==> src/rtl/cam_cmd_sequencer_if.sv <==
// Command/response handshake bundle between a host controller and cam_cmd_sequencer.
// The host side uses the master modport, the sequencer uses the slave modport.
interface cam_cmd_sequencer_if #(
    parameter int num_bits  = 16,
    parameter int num_cells = 5
);
    logic                 cmd_valid;
    logic                 cmd_ready;
    logic [1:0]           cmd_op;
    logic [num_bits-1:0]  cmd_data;
    logic [num_bits-1:0]  cmd_mask;
    logic                 rsp_valid;
    logic                 rsp_ready;
    logic [num_cells-1:0] rsp_tags;
    logic                 rsp_any;
    logic [num_bits-1:0]  rsp_data;

    modport master (
        output cmd_valid, cmd_op, cmd_data, cmd_mask, rsp_ready,
        input  cmd_ready, rsp_valid, rsp_tags, rsp_any, rsp_data
    );

    modport slave (
        input  cmd_valid, cmd_op, cmd_data, cmd_mask, rsp_ready,
        output cmd_ready, rsp_valid, rsp_tags, rsp_any, rsp_data
    );
endinterface

==> src/rtl/cam_cmd_sequencer.sv <==
// Command-level initiator for the cam array: one op per handshake, phase-timed pins, one response beat.
// Optional feature: define CAM_MATCH_COUNT_EN to add the rsp_count popcount output.
module cam_cmd_sequencer #(
    parameter int num_bits      = 16,
    parameter int num_cells     = 5,
    parameter int set_cycles    = 2,
    parameter int search_cycles = 2,
    parameter int write_cycles  = 2
) (
    input  logic                      CLK,
    input  logic                      RST_N,
    cam_cmd_sequencer_if.slave        bus,
    output logic [num_bits-1:0]       comparand,
    output logic [num_bits-1:0]       mask,
    output logic                      set,
    output logic                      perform_search,
    output logic                      select_first,
    output logic [2*num_bits-1:0]     write_lines,
    input  logic [num_cells-1:0]      tag_wires,
    input  logic [num_bits-1:0]       read_lines
`ifdef CAM_MATCH_COUNT_EN
    ,
    output logic [$clog2(num_cells+1)-1:0] rsp_count
`endif
);

    localparam int MAX_SS  = (set_cycles > search_cycles) ? set_cycles : search_cycles;
    localparam int MAX_CYC = (MAX_SS > write_cycles) ? MAX_SS : write_cycles;
    localparam int PH_W    = $clog2(MAX_CYC + 1);

    localparam logic [1:0] OP_SEARCH = 2'd0;
    localparam logic [1:0] OP_SELECT = 2'd1;
    localparam logic [1:0] OP_WRITE  = 2'd2;

    typedef enum logic [2:0] {
        ST_IDLE,
        ST_SET,
        ST_SRCH,
        ST_SEL,
        ST_WR,
        ST_RD,
        ST_RESP
    } state_t;

    state_t               state, state_nxt;
    logic [PH_W-1:0]      ph, ph_nxt;
    logic                 accept;
    logic                 snap;
    logic [num_bits-1:0]  op_data, op_mask;
    logic [num_bits-1:0]  comparand_r, mask_r;
    logic [num_cells-1:0] rsp_tags_r;
    logic                 rsp_any_r;
    logic [num_bits-1:0]  rsp_data_r;

    assign accept = (state == ST_IDLE) && bus.cmd_valid;

    // Next-state: each op state reloads its phase counter on entry and exits when it reaches 0.
    always_comb begin
        state_nxt = state;
        ph_nxt    = ph;
        snap      = 1'b0;
        case (state)
            ST_IDLE: begin
                if (bus.cmd_valid) begin
                    case (bus.cmd_op)
                        OP_SEARCH: begin
                            state_nxt = ST_SET;
                            ph_nxt    = PH_W'(set_cycles - 1);
                        end
                        OP_SELECT: begin
                            state_nxt = ST_SEL;
                            ph_nxt    = '0;
                        end
                        OP_WRITE: begin
                            state_nxt = ST_WR;
                            ph_nxt    = PH_W'(write_cycles - 1);
                        end
                        default: begin
                            state_nxt = ST_RD;
                            ph_nxt    = '0;
                        end
                    endcase
                end
            end
            ST_SET: begin
                if (ph == '0) begin
                    state_nxt = ST_SRCH;
                    ph_nxt    = PH_W'(search_cycles - 1);
                end else begin
                    ph_nxt = ph - 1'b1;
                end
            end
            ST_SRCH, ST_WR: begin
                if (ph == '0) begin
                    state_nxt = ST_RESP;
                    snap      = 1'b1;
                end else begin
                    ph_nxt = ph - 1'b1;
                end
            end
            ST_SEL, ST_RD: begin
                state_nxt = ST_RESP;
                snap      = 1'b1;
            end
            ST_RESP: begin
                if (bus.rsp_ready) begin
                    state_nxt = ST_IDLE;
                end
            end
            default: begin
                state_nxt = ST_IDLE;
                ph_nxt    = '0;
            end
        endcase
    end

    always_ff @(posedge CLK or negedge RST_N) begin
        if (!RST_N) begin
            state <= ST_IDLE;
            ph    <= '0;
        end else begin
            state <= state_nxt;
            ph    <= ph_nxt;
        end
    end

    // Command latch: comparand/mask only follow SEARCH so the cam keeps its last search key.
    always_ff @(posedge CLK or negedge RST_N) begin
        if (!RST_N) begin
            op_data     <= '0;
            op_mask     <= '0;
            comparand_r <= '0;
            mask_r      <= '0;
        end else if (accept) begin
            op_data <= bus.cmd_data;
            op_mask <= bus.cmd_mask;
            if (bus.cmd_op == OP_SEARCH) begin
                comparand_r <= bus.cmd_data;
                mask_r      <= bus.cmd_mask;
            end
        end
    end

`ifdef CAM_MATCH_COUNT_EN
    function automatic logic [$clog2(num_cells+1)-1:0] popcount(input logic [num_cells-1:0] v);
        logic [$clog2(num_cells+1)-1:0] acc;
        acc = '0;
        for (int i = 0; i < num_cells; i++) begin
            acc = acc + {{($clog2(num_cells+1)-1){1'b0}}, v[i]};
        end
        return acc;
    endfunction

    logic [$clog2(num_cells+1)-1:0] rsp_count_r;

    always_ff @(posedge CLK or negedge RST_N) begin
        if (!RST_N) begin
            rsp_count_r <= '0;
        end else if (snap) begin
            rsp_count_r <= popcount(tag_wires);
        end
    end

    assign rsp_count = rsp_count_r;
`endif

    // Response snapshot on the last op cycle; held untouched through any RESP stall.
    always_ff @(posedge CLK or negedge RST_N) begin
        if (!RST_N) begin
            rsp_tags_r <= '0;
            rsp_any_r  <= 1'b0;
            rsp_data_r <= '0;
        end else if (snap) begin
            rsp_tags_r <= tag_wires;
            rsp_any_r  <= |tag_wires;
            rsp_data_r <= (state == ST_RD) ? read_lines : '0;
        end
    end

    // Pin drive is decoded from the state register, so async reset clears it immediately.
    assign set            = (state == ST_SET);
    assign perform_search = (state == ST_SRCH);
    assign select_first   = (state == ST_SEL);
    assign comparand      = comparand_r;
    assign mask           = mask_r;

    always_comb begin
        write_lines = '0;
        if (state == ST_WR) begin
            for (int i = 0; i < num_bits; i++) begin
                write_lines[2*i]   = op_data[i] & op_mask[i];
                write_lines[2*i+1] = ~op_data[i] & op_mask[i];
            end
        end
    end

    assign bus.cmd_ready = (state == ST_IDLE);
    assign bus.rsp_valid = (state == ST_RESP);
    assign bus.rsp_tags  = rsp_tags_r;
    assign bus.rsp_any   = rsp_any_r;
    assign bus.rsp_data  = rsp_data_r;

endmodule

==> src/flat_wrapper.sv <==
// flat-port wrapper written by rule: the top's interface ports become plain ports
module cam_cmd_sequencer_flat 
#(
    parameter int num_bits      = 16,
    parameter int num_cells     = 5,
    parameter int set_cycles    = 2,
    parameter int search_cycles = 2,
    parameter int write_cycles  = 2
)
  (CLK, RST_N, comparand, mask, set, perform_search, select_first, write_lines, tag_wires, read_lines, bus_cmd_valid, bus_cmd_op, bus_cmd_data, bus_cmd_mask, bus_rsp_ready, bus_cmd_ready, bus_rsp_valid, bus_rsp_tags, bus_rsp_any, bus_rsp_data);
  cam_cmd_sequencer_if #(.num_bits(num_bits), .num_cells(num_cells)) bus_i ();
  input  logic CLK;
  input  logic RST_N;
  output logic [num_bits-1:0] comparand;
  output logic [num_bits-1:0] mask;
  output logic set;
  output logic perform_search;
  output logic select_first;
  output logic [2*num_bits-1:0] write_lines;
  input  logic [num_cells-1:0] tag_wires;
  input  logic [num_bits-1:0] read_lines;
  input wire logic [$bits(bus_i.cmd_valid)-1:0] bus_cmd_valid;
  input wire logic [$bits(bus_i.cmd_op)-1:0] bus_cmd_op;
  input wire logic [$bits(bus_i.cmd_data)-1:0] bus_cmd_data;
  input wire logic [$bits(bus_i.cmd_mask)-1:0] bus_cmd_mask;
  input wire logic [$bits(bus_i.rsp_ready)-1:0] bus_rsp_ready;
  output wire logic [$bits(bus_i.cmd_ready)-1:0] bus_cmd_ready;
  output wire logic [$bits(bus_i.rsp_valid)-1:0] bus_rsp_valid;
  output wire logic [$bits(bus_i.rsp_tags)-1:0] bus_rsp_tags;
  output wire logic [$bits(bus_i.rsp_any)-1:0] bus_rsp_any;
  output wire logic [$bits(bus_i.rsp_data)-1:0] bus_rsp_data;
  assign bus_i.cmd_valid = bus_cmd_valid;
  assign bus_i.cmd_op = bus_cmd_op;
  assign bus_i.cmd_data = bus_cmd_data;
  assign bus_i.cmd_mask = bus_cmd_mask;
  assign bus_i.rsp_ready = bus_rsp_ready;
  assign bus_cmd_ready = bus_i.cmd_ready;
  assign bus_rsp_valid = bus_i.rsp_valid;
  assign bus_rsp_tags = bus_i.rsp_tags;
  assign bus_rsp_any = bus_i.rsp_any;
  assign bus_rsp_data = bus_i.rsp_data;
  cam_cmd_sequencer #(.num_bits(num_bits), .num_cells(num_cells), .set_cycles(set_cycles), .search_cycles(search_cycles), .write_cycles(write_cycles)) u_core (.CLK(CLK), .RST_N(RST_N), .bus(bus_i), .comparand(comparand), .mask(mask), .set(set), .perform_search(perform_search), .select_first(select_first), .write_lines(write_lines), .tag_wires(tag_wires), .read_lines(read_lines));
endmodule
==> config.mk <==
export PLATFORM = sky130hd
export DESIGN_NAME = cam_cmd_sequencer_flat
export DESIGN_NICKNAME = d
export VERILOG_FILES = /design/src/rtl/cam_cmd_sequencer_if.sv /design/src/rtl/cam_cmd_sequencer.sv /design/src/flat_wrapper.sv
export SDC_FILE = /design/constraint.sdc
export NUM_CORES = 1
export LEC_CHECK = 0
export CAP_MARGIN = 20
export CELL_PAD_IN_SITES_DETAIL_PLACEMENT = 0
export CELL_PAD_IN_SITES_GLOBAL_PLACEMENT = 1
export CORE_MARGIN = 2
export CORE_UTILIZATION = 30
export DETAILED_ROUTE_END_ITERATION = 8
export GPL_TIMING_DRIVEN = 0
export PLACE_DENSITY = 0.81
export REMOVE_ABC_BUFFERS = 1
export SLEW_MARGIN = 5
export SYNTH_ARGS = -nofsm -noshare
export SYNTH_HDL_FRONTEND = slang
export SYNTH_SLANG_ARGS = --single-unit
==> constraint.sdc <==
create_clock -name CLK -period 1.8 [get_ports CLK]
set_input_delay 0.36 -clock CLK [delete_from_list [all_inputs] [get_ports CLK]]
set_output_delay 0.36 -clock CLK [all_outputs]
set_load 0.01 [all_outputs]
==> results.sh, run 1 <==
export IMPL_diodes=0
export IMPL_critPathMaxStageDelay_ns=0.41
export IMPL_start_util_pct=30.5
export IMPL_h_tree_depth=3
export IMPL_synth_compound_area_share_pct=6.15
export IMPL_synth_seq_cells=91
export IMPL_dpl_hpwl_mm=6.69
export IMPL_coreArea_mm2=0.0131
export IMPL_routed_wl_mm=10.8
export IMPL_grt_pass1_wl_mm=17.3
export IMPL_fin_crit_ns=2.10
export IMPL_worstPathCellList="or2_4, nor2_4, buf_12, buf_12, nand2_2, nor2_1, buf_2"
export IMPL_leakagePower_nw=2.96
export IMPL_hp_class="in -> async"
export IMPL_hold_buffers=0
export IMPL_top_layer_used="met4"
export IMPL_setup_viol=98
export IMPL_path_buf_inv=3
export IMPL_drt_met1_wl_mm=4.82
export IMPL_status="finished, violations left"
export IMPL_path_depth=7
export IMPL_synth_distinct_cells=32
export IMPL_synthMuxAreaShare_pct=23.1
export IMPL_worst_pin_slew_ns=0.611
export IMPL_period_share_pct=117
export IMPL_via_count=2974
export IMPL_timing_rr_start="u_core.state[0]"
export IMPL_cts_sinks=91
export IMPL_crit_path_top_delay_cell="dfrtp_2"
export IMPL_grt_max_degree=51
export IMPL_drt_pass1_iter_count=5
export IMPL_cp_required_ns=1.44
export IMPL_grt_pass1_vias=3200
export IMPL_setup_ws_ns=-0.299
export IMPL_cts_buffer_depth=2
export IMPL_power_density_mw_per_mm2=1680
export IMPL_max_freq_mhz=476
export IMPL_cp_common_cell="buf_12"
export IMPL_drc=0
export IMPL_relSlewSlack_pct=59.1
export IMPL_drive_gt1_share_pct=40.7
export IMPL_drt_initial_drc_count=121
export IMPL_cts_root_buf="clkbuf_16"
export IMPL_crit_fanout=6
export IMPL_fin_worst_skew_ns=0.00949
export IMPL_final_area_mm2=0.00641
export IMPL_final_hold_viol_count=0
export IMPL_synth_fa_ha_area_share_pct=0.628
export IMPL_wl_met3_um=675
export IMPL_worst_hold_slack_ns=0.00380
export IMPL_worstReg2RegEnd="u_core.mask[1]"
export IMPL_critical_path_class="reg -> out"
export IMPL_vias_per_cell=4.65
export IMPL_placed_area_mm2=0.00567
export IMPL_cp_endpoint="write_lines[19]"
export IMPL_syn_inst=291
export IMPL_wl_met2_mm=5.16
export IMPL_overflow=0
export IMPL_seq_area_frac_synth_pct=57.1
export IMPL_worstSetupStartpoint="u_core.state[0]"
export IMPL_reg2reg_depth=6
export IMPL_cts_clk_slew_worst_paths_ns=0.07
export IMPL_syn_area_mm2=0.00399
export IMPL_die_w_um=119
export IMPL_arrival_ns=1.74
export IMPL_synth_xor_area_share_pct=0.439
export IMPL_wl_per_cell_um=16.9
export IMPL_finalMaxSlewViolations=0
export IMPL_peakVddDrop_uv=700
export IMPL_die_y_um=119
export IMPL_die_area_mm2=0.0142
export IMPL_cp_end_kind="output pin"
export IMPL_synth_top_family_by_area="multiplexers"
export IMPL_grt_usage_pct=15.5
export IMPL_ios=150
export IMPL_nets=520
export IMPL_area_growth_pct=60.7
export IMPL_yosysWarnings=0
export IMPL_cts_buffers=9
export IMPL_synth_simple_area_share_pct=8.60
export IMPL_port_buffers=149
export IMPL_worstSkewPairLatency_ns=0.34
export IMPL_row_count=42
export IMPL_cap_violations=0
export IMPL_place_congestion=0.733
export IMPL_critPathLaunchType="register"
export IMPL_antenna_found_initial=0
export IMPL_tritoncts="yes"
export IMPL_ant_nets=0
export IMPL_final_util_pct=49.0
export IMPL_violations="negative setup slack"
export IMPL_syn_area_per_cell_um2=13.7
export IMPL_r2r_slack_ns=-0.24
export IMPL_cpLargestDelayFamily="simple AND/OR/NAND/NOR gates"
export IMPL_rsz0062_at_grt="yes"
## metal layers
| layer | global-route usage (%) | up-vias |
|---|---|---|
| met5 | 0 | - |
| met4 | 5.29 | 0 |
| met3 | 4.36 | 11 |
| met2 | 25.4 | 108 |
| met1 | 19.9 | 1487 |
| li1 | - | 1368 |
## how the worst min path moves through the flow
stage / startpoint / end / slack (ns) / depth (start not counted)
finish: RST_N / u_core.comparand[9] / 0.004 / 1
global route: RST_N / u_core.op_data[9] / 0.06 / 1
CTS: RST_N / u_core.comparand[9] / 0.02 / 1
detailed placement: RST_N / u_core.comparand[9] / 0.39 / 1
global placement: u_core.bus.rsp_any / u_core.bus.rsp_any / 0.49 / 2
floorplan: RST_N / u_core.bus.rsp_any / 0.06 / 0
## repair_timing
item / 4_1_cts / 5_1_grt
pin swaps: 12 / 16
setup buffers: 12 / 8
gates cloned: 4 / 0
resized for setup: 184 / 51
setup endpoints to repair: 116 / 74
## worst register-to-register path: cells and delay by family, from the launching register on
| kind | cells | cell delay, ns |
|---|---|---|
| and+or+nand+nor | 2 | 0.79 |
| buffers and inverters | 3 | 0.44 |
| DFF | 1 | 0.41 |
| muxes | 1 | 0.30 |
## registers in the layout, summed over array words and instances, names as in the netlist
| name | cells |
|---|---|
| u_core.comparand | 16 |
| u_core.state | 3 |
| u_core.op_mask | 16 |
| u_core.bus.rsp_tags | 5 |
| u_core.ph | 2 |
| u_core.bus.rsp_any | 1 |
| u_core.op_data | 16 |
| u_core.bus.rsp_data | 16 |
| u_core.mask | 16 |
## synth_stat cells (all sizes together)
master / count / area share [%]
a21boi: 2 / 0.38
a21oi: 1 / 0.13
a221oi: 1 / 0.22
a22o: 16 / 3.5
a22oi: 2 / 0.38
a311oi: 1 / 0.22
and3: 17 / 2.7
buf: 9 / 2.7
clkbuf: 9 / 0.85
dfrtp: 91 / 57
ha: 2 / 0.63
inv: 4 / 0.38
mux2: 71 / 23
mux2i: 1 / 0.25
nand2: 18 / 1.7
nand2b: 1 / 0.16
nor2: 26 / 2.4
nor3: 1 / 0.13
nor3b: 3 / 0.56
o21ai: 4 / 0.50
o2bb2ai: 2 / 0.44
o31ai: 2 / 0.38
or2: 2 / 0.31
or3: 1 / 0.16
or4: 2 / 0.47
xor2: 2 / 0.44
## cells in the final DEF, fill, tap and decap left out, types with 2 or more instances in the layout
cell type / instances
mux2_4: 52
and3_1: 3
o21ai_0: 3
mux2_2: 19
nand2_2: 4
buf_2: 18
o2bb2ai_1: 2
buf_16: 3
or4_4: 2
nor3b_2: 2
and3_4: 14
nand2_1: 10
buf_6: 20
inv_6: 2
clkbuf_16: 10
a22oi_1: 2
nor2_1: 19
ha_1: 2
clkinvlp_4: 3
buf_12: 6
a22o_1: 16
nand2_4: 4
clkdlybuf4s50_1: 112
dfrtp_1: 88
a21boi_0: 2
inv_1: 3
dfrtp_2: 3
o31ai_1: 2
buf_4: 11
nor2_2: 3
xor2_1: 2
nor2_4: 4
## stage by stage
stage                     worst slack, ns  TNS, ns  instances  power (W)
after floorplan                    -0.934   -58.18        273    0.00573
after global placement              -3.03  -425.63        598    0.00773
after detailed placement           -0.838   -52.15        603    0.00801
after CTS                          -0.408   -16.05        635     0.0105
after global routing               -0.354   -20.71        640     0.0114
final                              -0.299   -16.72        640     0.0108
## report_power, final
| group | switching [W] | internal [W] |
|---|---|---|
| clock network | 0.000830 | 0.000949 |
| logic | 0.00205 | 0.00329 |
| registers | 0.000676 | 0.00299 |
| total | 0.00355 | 0.00722 |
## layout make-up
class | instances | area [um2]
fill | 1158 | 6680
sequential | 91 | 2280
multi-input combinational | 179 | 1840
timing repair buffer | 174 | 1780
clock buffer | 10 | 229
tap | 176 | 220
clock inverter | 6 | 48.8
inverter | 4 | 15.0
## cells by family after synthesis
logic type | Yosys count
DFF | 91
and+or+nand+nor | 71
buffers and inverters | 22
xor gates and xnor gates | 2
AOI/OAI and AO/OA | 31
adders and majority gates | 2
muxes | 72
No activity file was read; power rests on OpenSTA's default activity.
==> run 2, diff against run 1 <==
--- a/config.mk
+++ b/config.mk
@@ -9,10 +9,10 @@
 export CELL_PAD_IN_SITES_DETAIL_PLACEMENT = 0
 export CELL_PAD_IN_SITES_GLOBAL_PLACEMENT = 1
 export CORE_MARGIN = 2
-export CORE_UTILIZATION = 30
+export CORE_UTILIZATION = 31
 export DETAILED_ROUTE_END_ITERATION = 8
 export GPL_TIMING_DRIVEN = 0
-export PLACE_DENSITY = 0.81
+export PLACE_DENSITY = 0.83
 export REMOVE_ABC_BUFFERS = 1
 export SLEW_MARGIN = 5
 export SYNTH_ARGS = -nofsm -noshare
==> results.sh, run 2 (synthesis gave the netlist of run 1 again) <==
export IMPL_drt_pass1_iter_count=4
export IMPL_start_util_pct=31.7
export IMPL_layout_common_cells="clkdlybuf4s50_1 (111), dfrtp_1 (88), mux2_4 (50)"
export IMPL_leakagePower_nw=2.93
export IMPL_die_y_um=117
export IMPL_cp_required_ns=1.44
export IMPL_final_setup_tns_ns=-20.53
export IMPL_finalMaxSlewViolations=0
export IMPL_cts_sinks=91
export IMPL_port_buffers=149
export IMPL_setup_ws_ns=-0.318
export IMPL_drt_initial_drc_count=141
export IMPL_worst_pin_slew_ns=0.954
export IMPL_critPathLaunchType="register"
export IMPL_place_inst=598
export IMPL_cap_violations=0
export IMPL_diodes=0
export IMPL_h_tree_depth=3
export IMPL_peakVddDrop_uv=874
export IMPL_dpl_hpwl_mm=6.69
export IMPL_fin_worst_skew_ns=0.00365
export IMPL_row_count=41
export IMPL_ant_nets=0
export IMPL_grt_pass1_wl_mm=16.8
export IMPL_overflow=0
export IMPL_max_freq_mhz=472
export IMPL_fin_crit_ns=2.12
export IMPL_hp_class="in -> async"
export IMPL_drc=0
export IMPL_crit_fanout=10
export IMPL_cts_buffer_depth=2
export IMPL_tritoncts="yes"
export IMPL_final_common_cell="clkdlybuf4s50_1"
export IMPL_grt_max_degree=47
export IMPL_setup_viol=97
export IMPL_relSlewSlack_pct=36.2
export IMPL_grt_usage_pct=15.4
export IMPL_period_share_pct=118
export IMPL_coreArea_mm2=0.0126
export IMPL_status="finished, violations left"
export IMPL_cts_clk_slew_worst_paths_ns=0.06
export IMPL_nets=519
export IMPL_antenna_found_initial=0
export IMPL_violations="negative setup slack"
export IMPL_die_area_mm2=0.0138
export IMPL_power_density_mw_per_mm2=1670
export IMPL_cts_root_buf="clkbuf_16"
export IMPL_die_w_um=117
export IMPL_ios=150
export IMPL_rsz0062_at_grt="yes"
export IMPL_cts_buffers=9
export IMPL_critical_path_class="reg -> out"
export IMPL_vias_per_cell=4.69
export IMPL_via_count=2972
export IMPL_place_congestion=0.731
export IMPL_wl_per_cell_um=17.1
export IMPL_stdcell_count=634
export IMPL_worstSkewPairLatency_ns=0.34
export IMPL_cp_end_kind="output pin"
export IMPL_arrival_ns=1.76
export IMPL_drive_gt1_share_pct=35.9
export IMPL_final_hold_viol_count=0
export IMPL_grt_pass1_vias=3127
export IMPL_area_growth_pct=54.8
export IMPL_routed_wl_mm=10.8
==> run 2: final timing paths <==
path	start	endpoint	slack, ns	cells after the start
setup / recovery	u_core.state[0]	write_lines[31]	-0.32	7
hold / removal	RST_N	u_core.op_data[1]	0.02	1
setup reg to reg	u_core.state[0]	u_core.comparand[8]	-0.31	6
hold reg to reg	u_core.bus.rsp_any	u_core.bus.rsp_any	0.49	2
max in group asynchronous	RST_N	u_core.op_mask[13]	1.12	2
min in group CLK	u_core.bus.rsp_any	u_core.bus.rsp_any	0.49	2
==> run 2: critical path, cell delays in order, from the launching register on <==
cell	delay, ns
dfrtp_2	0.42
or2_4	0.27
nor2_4	0.15
buf_6	0.13
buf_8	0.12
nand2_1	0.06
nor2_1	0.12
buf_2	0.15
==> run 2: power by group <==
group | total [W] | internal (W) | leakage, nW | switching, W
clock network | 0.00171 | 0.000960 | 0.132 | 0.000747
registers | 0.00362 | 0.00299 | 1.13 | 0.000622
logic | 0.00496 | 0.00300 | 1.66 | 0.00196
==> run 2: cell type report <==
type | count | area (um2)
clock buffer | 12 | 246
multi-input combinational | 179 | 1730
clock inverter | 3 | 15.0
timing repair buffer | 173 | 1660
tap | 172 | 215
inverter | 4 | 17.5
fill | 1135 | 6400
sequential | 91 | 2280
==> run 2: per-layer routing <==
| metal | GRT usage (%) | part of all wire [%] | wire length [um] | vias up |
|---|---|---|---|---|
| met5 | 0 | 0 | 0 | - |
| met1 | 19.2 | 43 | 4700 | 1478 |
| met4 | 5.50 | 1.5 | 159 | 0 |
| met3 | 5.20 | 7.5 | 809 | 12 |
| li1 | - | - | - | 1361 |
| met2 | 25.0 | 48 | 5140 | 121 |
==> run 2: timing repair <==
action | in CTS | in global routing
resized for setup | 165 | 38
cloned | 3 | 0
setup buffers | 15 | 5
endpoints found under the setup margin | 123 | 70
hold buffers | 0 | 0
pin swaps | 7 | 6
==> run 2: metrics by stage <==
stage               area [um2]  utilization, %  setup slack, ns  total power (W)  hold WS [ns]
floorplan                 3840               -           -0.934          0.00573        0.0644
global placement          5550            44.2            -2.99          0.00774         0.482
detailed placement        5650            45.0            -1.04          0.00800         0.419
CTS                       6050            48.1           -0.371           0.0101        0.0498
global route              6170            49.1           -0.403           0.0109        0.0651
finish                    6170            49.1           -0.318           0.0103        0.0226
==> run 3, diff against run 2 <==
--- a/config.mk
+++ b/config.mk
@@ -14,7 +14,7 @@
 export GPL_TIMING_DRIVEN = 0
 export PLACE_DENSITY = 0.83
 export REMOVE_ABC_BUFFERS = 1
-export SLEW_MARGIN = 5
+export SLEW_MARGIN = 30
 export SYNTH_ARGS = -nofsm -noshare
 export SYNTH_HDL_FRONTEND = slang
 export SYNTH_SLANG_ARGS = --single-unit
==> results.sh, run 3 (synthesis gave the netlist of run 1 again) <==
export IMPL_status="finished, violations left"
export IMPL_violations="negative setup slack"
export IMPL_min_from="u_core.bus.rsp_any"
export IMPL_port_buffers=149
export IMPL_antenna_found_initial=0
export IMPL_grt_max_degree=47
export IMPL_multiInputGateArea_mm2=0.00170
export IMPL_diodes=0
export IMPL_crit_fanout=4
export IMPL_leakagePower_nw=2.95
export IMPL_tritoncts="yes"
export IMPL_ios=150
export IMPL_hp_class="reg -> reg"
export IMPL_area_growth_pct=59.6
export IMPL_critPathLaunchType="register"
export IMPL_register_area_mm2=0.00228
export IMPL_p_sw_w=0.00339
export IMPL_grt_pass1_vias=3167
export IMPL_dpl_hpwl_mm=6.78
export IMPL_row_count=41
export IMPL_cts_buffers=9
export IMPL_fin_crit_ns=2.16
export IMPL_period_share_pct=120
export IMPL_drt_pass1_iter_count=4
export IMPL_reg2reg_depth=5
export IMPL_fin_worst_skew_ns=0.00313
export IMPL_whs_path_depth=2
export IMPL_timing_rr_start="u_core.state[2]"
export IMPL_coreArea_mm2=0.0126
export IMPL_power_frac_clock_pct=19.1
export IMPL_routed_wl_mm=10.9
export IMPL_drc=0
export IMPL_p_seq_share_pct=33.6
export IMPL_worst_pin_slew_ns=0.438
export IMPL_cts_sinks=91
export IMPL_setup_ws_ns=-0.360
export IMPL_ant_nets=0
export IMPL_final_util_pct=50.7
export IMPL_finalMaxSlewViolations=0
export IMPL_die_y_um=117
export IMPL_cts_clk_slew_worst_paths_ns=0.06
export IMPL_peakVddDrop_uv=1050
export IMPL_wl_per_cell_um=17.0
export IMPL_cp_required_ns=1.44
export IMPL_nFillCells=1106
export IMPL_via_count=2967
export IMPL_h_tree_depth=3
export IMPL_final_hold_viol_count=0
export IMPL_cts_buffer_depth=2
export IMPL_relSlewSlack_pct=70.8
export IMPL_die_area_mm2=0.0138
export IMPL_cp_end_kind="output pin"
export IMPL_power_density_mw_per_mm2=1690
export IMPL_worstSetupStartpoint="u_core.state[0]"
export IMPL_arrival_ns=1.80
export IMPL_rsz0062_at_grt="yes"
export IMPL_final_common_cell="clkdlybuf4s50_1"
export IMPL_grt_usage_pct=15.3
export IMPL_die_w_um=117
export IMPL_combPwrFrac_pct=47.4
export IMPL_place_congestion=0.731
export IMPL_layout_common_cells="clkdlybuf4s50_1 (111), dfrtp_1 (88), mux2_2 (41)"
export IMPL_cts_root_buf="clkbuf_16"
export IMPL_vias_per_cell=4.64
export IMPL_cap_violations=0
export IMPL_nets=524
export IMPL_drive_gt1_share_pct=39.3
export IMPL_worstSkewPairLatency_ns=0.33
export IMPL_max_freq_mhz=463
export IMPL_grt_pass1_wl_mm=16.8
export IMPL_overflow=0
export IMPL_setup_viol=64
export IMPL_drt_initial_drc_count=121
export IMPL_sw_frac_of_total_pct=31.4
export IMPL_start_util_pct=31.7
export IMPL_critical_path_class="reg -> out"
export IMPL_dp_slack_ns=-0.841
export IMPL_intPower_w=0.00740
-- run 3: cell count changes in the layout (fill, tap and decap cells not counted), moves of 5 or more --
cell | before | now
buf_2 | 29 | 23
mux2_4 | 50 | 30
and3_1 | 13 | 5
mux2_2 | 21 | 41
nand2_1 | 18 | 13
and3_4 | 4 | 12
-- run 3: metrics by stage --
step	total power, W	cell area (um2)	setup TNS, ns	std cells	hold slack [ns]
floorplan	0.00573	3840	-58.18	273	0.0644
global placement	0.00774	5550	-426.15	594	0.482
detailed placement	0.00803	5670	-50.01	599	0.320
CTS	0.0106	6170	-16.00	635	0.501
global route	0.0114	6370	-16.45	640	0.524
finish	0.0108	6370	-13.37	640	0.485
-- run 3: per-layer routing --
metal,wire length [um],vias to the layer above,GRT usage (%),share of wire [%]
met3,807,4,6.32,7.4
met2,5330,124,25.1,49
met4,60,0,3.77,0.55
met1,4710,1472,18.8,43
met5,0,-,0,0
li1,-,1367,-,-
-- run 3: final timing paths --
check / to / slack [ns]
worst max-delay path: write_lines[4] / -0.36
worst max register to register: u_core.comparand[9] / -0.17
min in group asynchronous: u_core.mask[1] / 0.52
max in group asynchronous: u_core.bus.rsp_any / 0.69
worst min-delay path: u_core.bus.rsp_any / 0.49
worst min register to register: u_core.bus.rsp_any / 0.49
-- run 3: layout make-up --
class                      count  share of cell area, %
sequential                    91                   35.8
timing repair buffer         178                   28.7
multi-input combinational    179                   26.7
clock buffer                  12                   4.03
tap                          172                   3.38
clock inverter                 4                   1.14
inverter                       4                  0.236
-- run 3: power by group through the flow --
stage / sequential [W] / combinational, W / clock [W]
4_1_cts: 0.00359 / 0.00490 / 0.00211
6_report: 0.00362 / 0.00511 / 0.00206
2_1_floorplan: 0.00377 / 0.00196 / 0
5_1_grt: 0.00376 / 0.00543 / 0.00222
3_5_place_dp: 0.00367 / 0.00436 / 0
3_3_place_gp: 0.00361 / 0.00413 / 0
-- run 3: timing repair --
action / 4_1_cts / 5_1_grt
gates cloned: 2 / 3
setup endpoints to repair: 107 / 68
pin swaps: 11 / 12
hold buffers: 1 / 0
hold endpoints to repair: 45 / 0
resized for setup: 166 / 31
setup buffers: 17 / 5
-- run 3: critical path, stage by stage (launching register included) --
cell	delay, ns
dfrtp_2	0.42
or2_4	0.27
nor2_4	0.16
buf_6	0.15
buf_12	0.10
buf_6	0.10
and3_4	0.18
buf_6	0.10
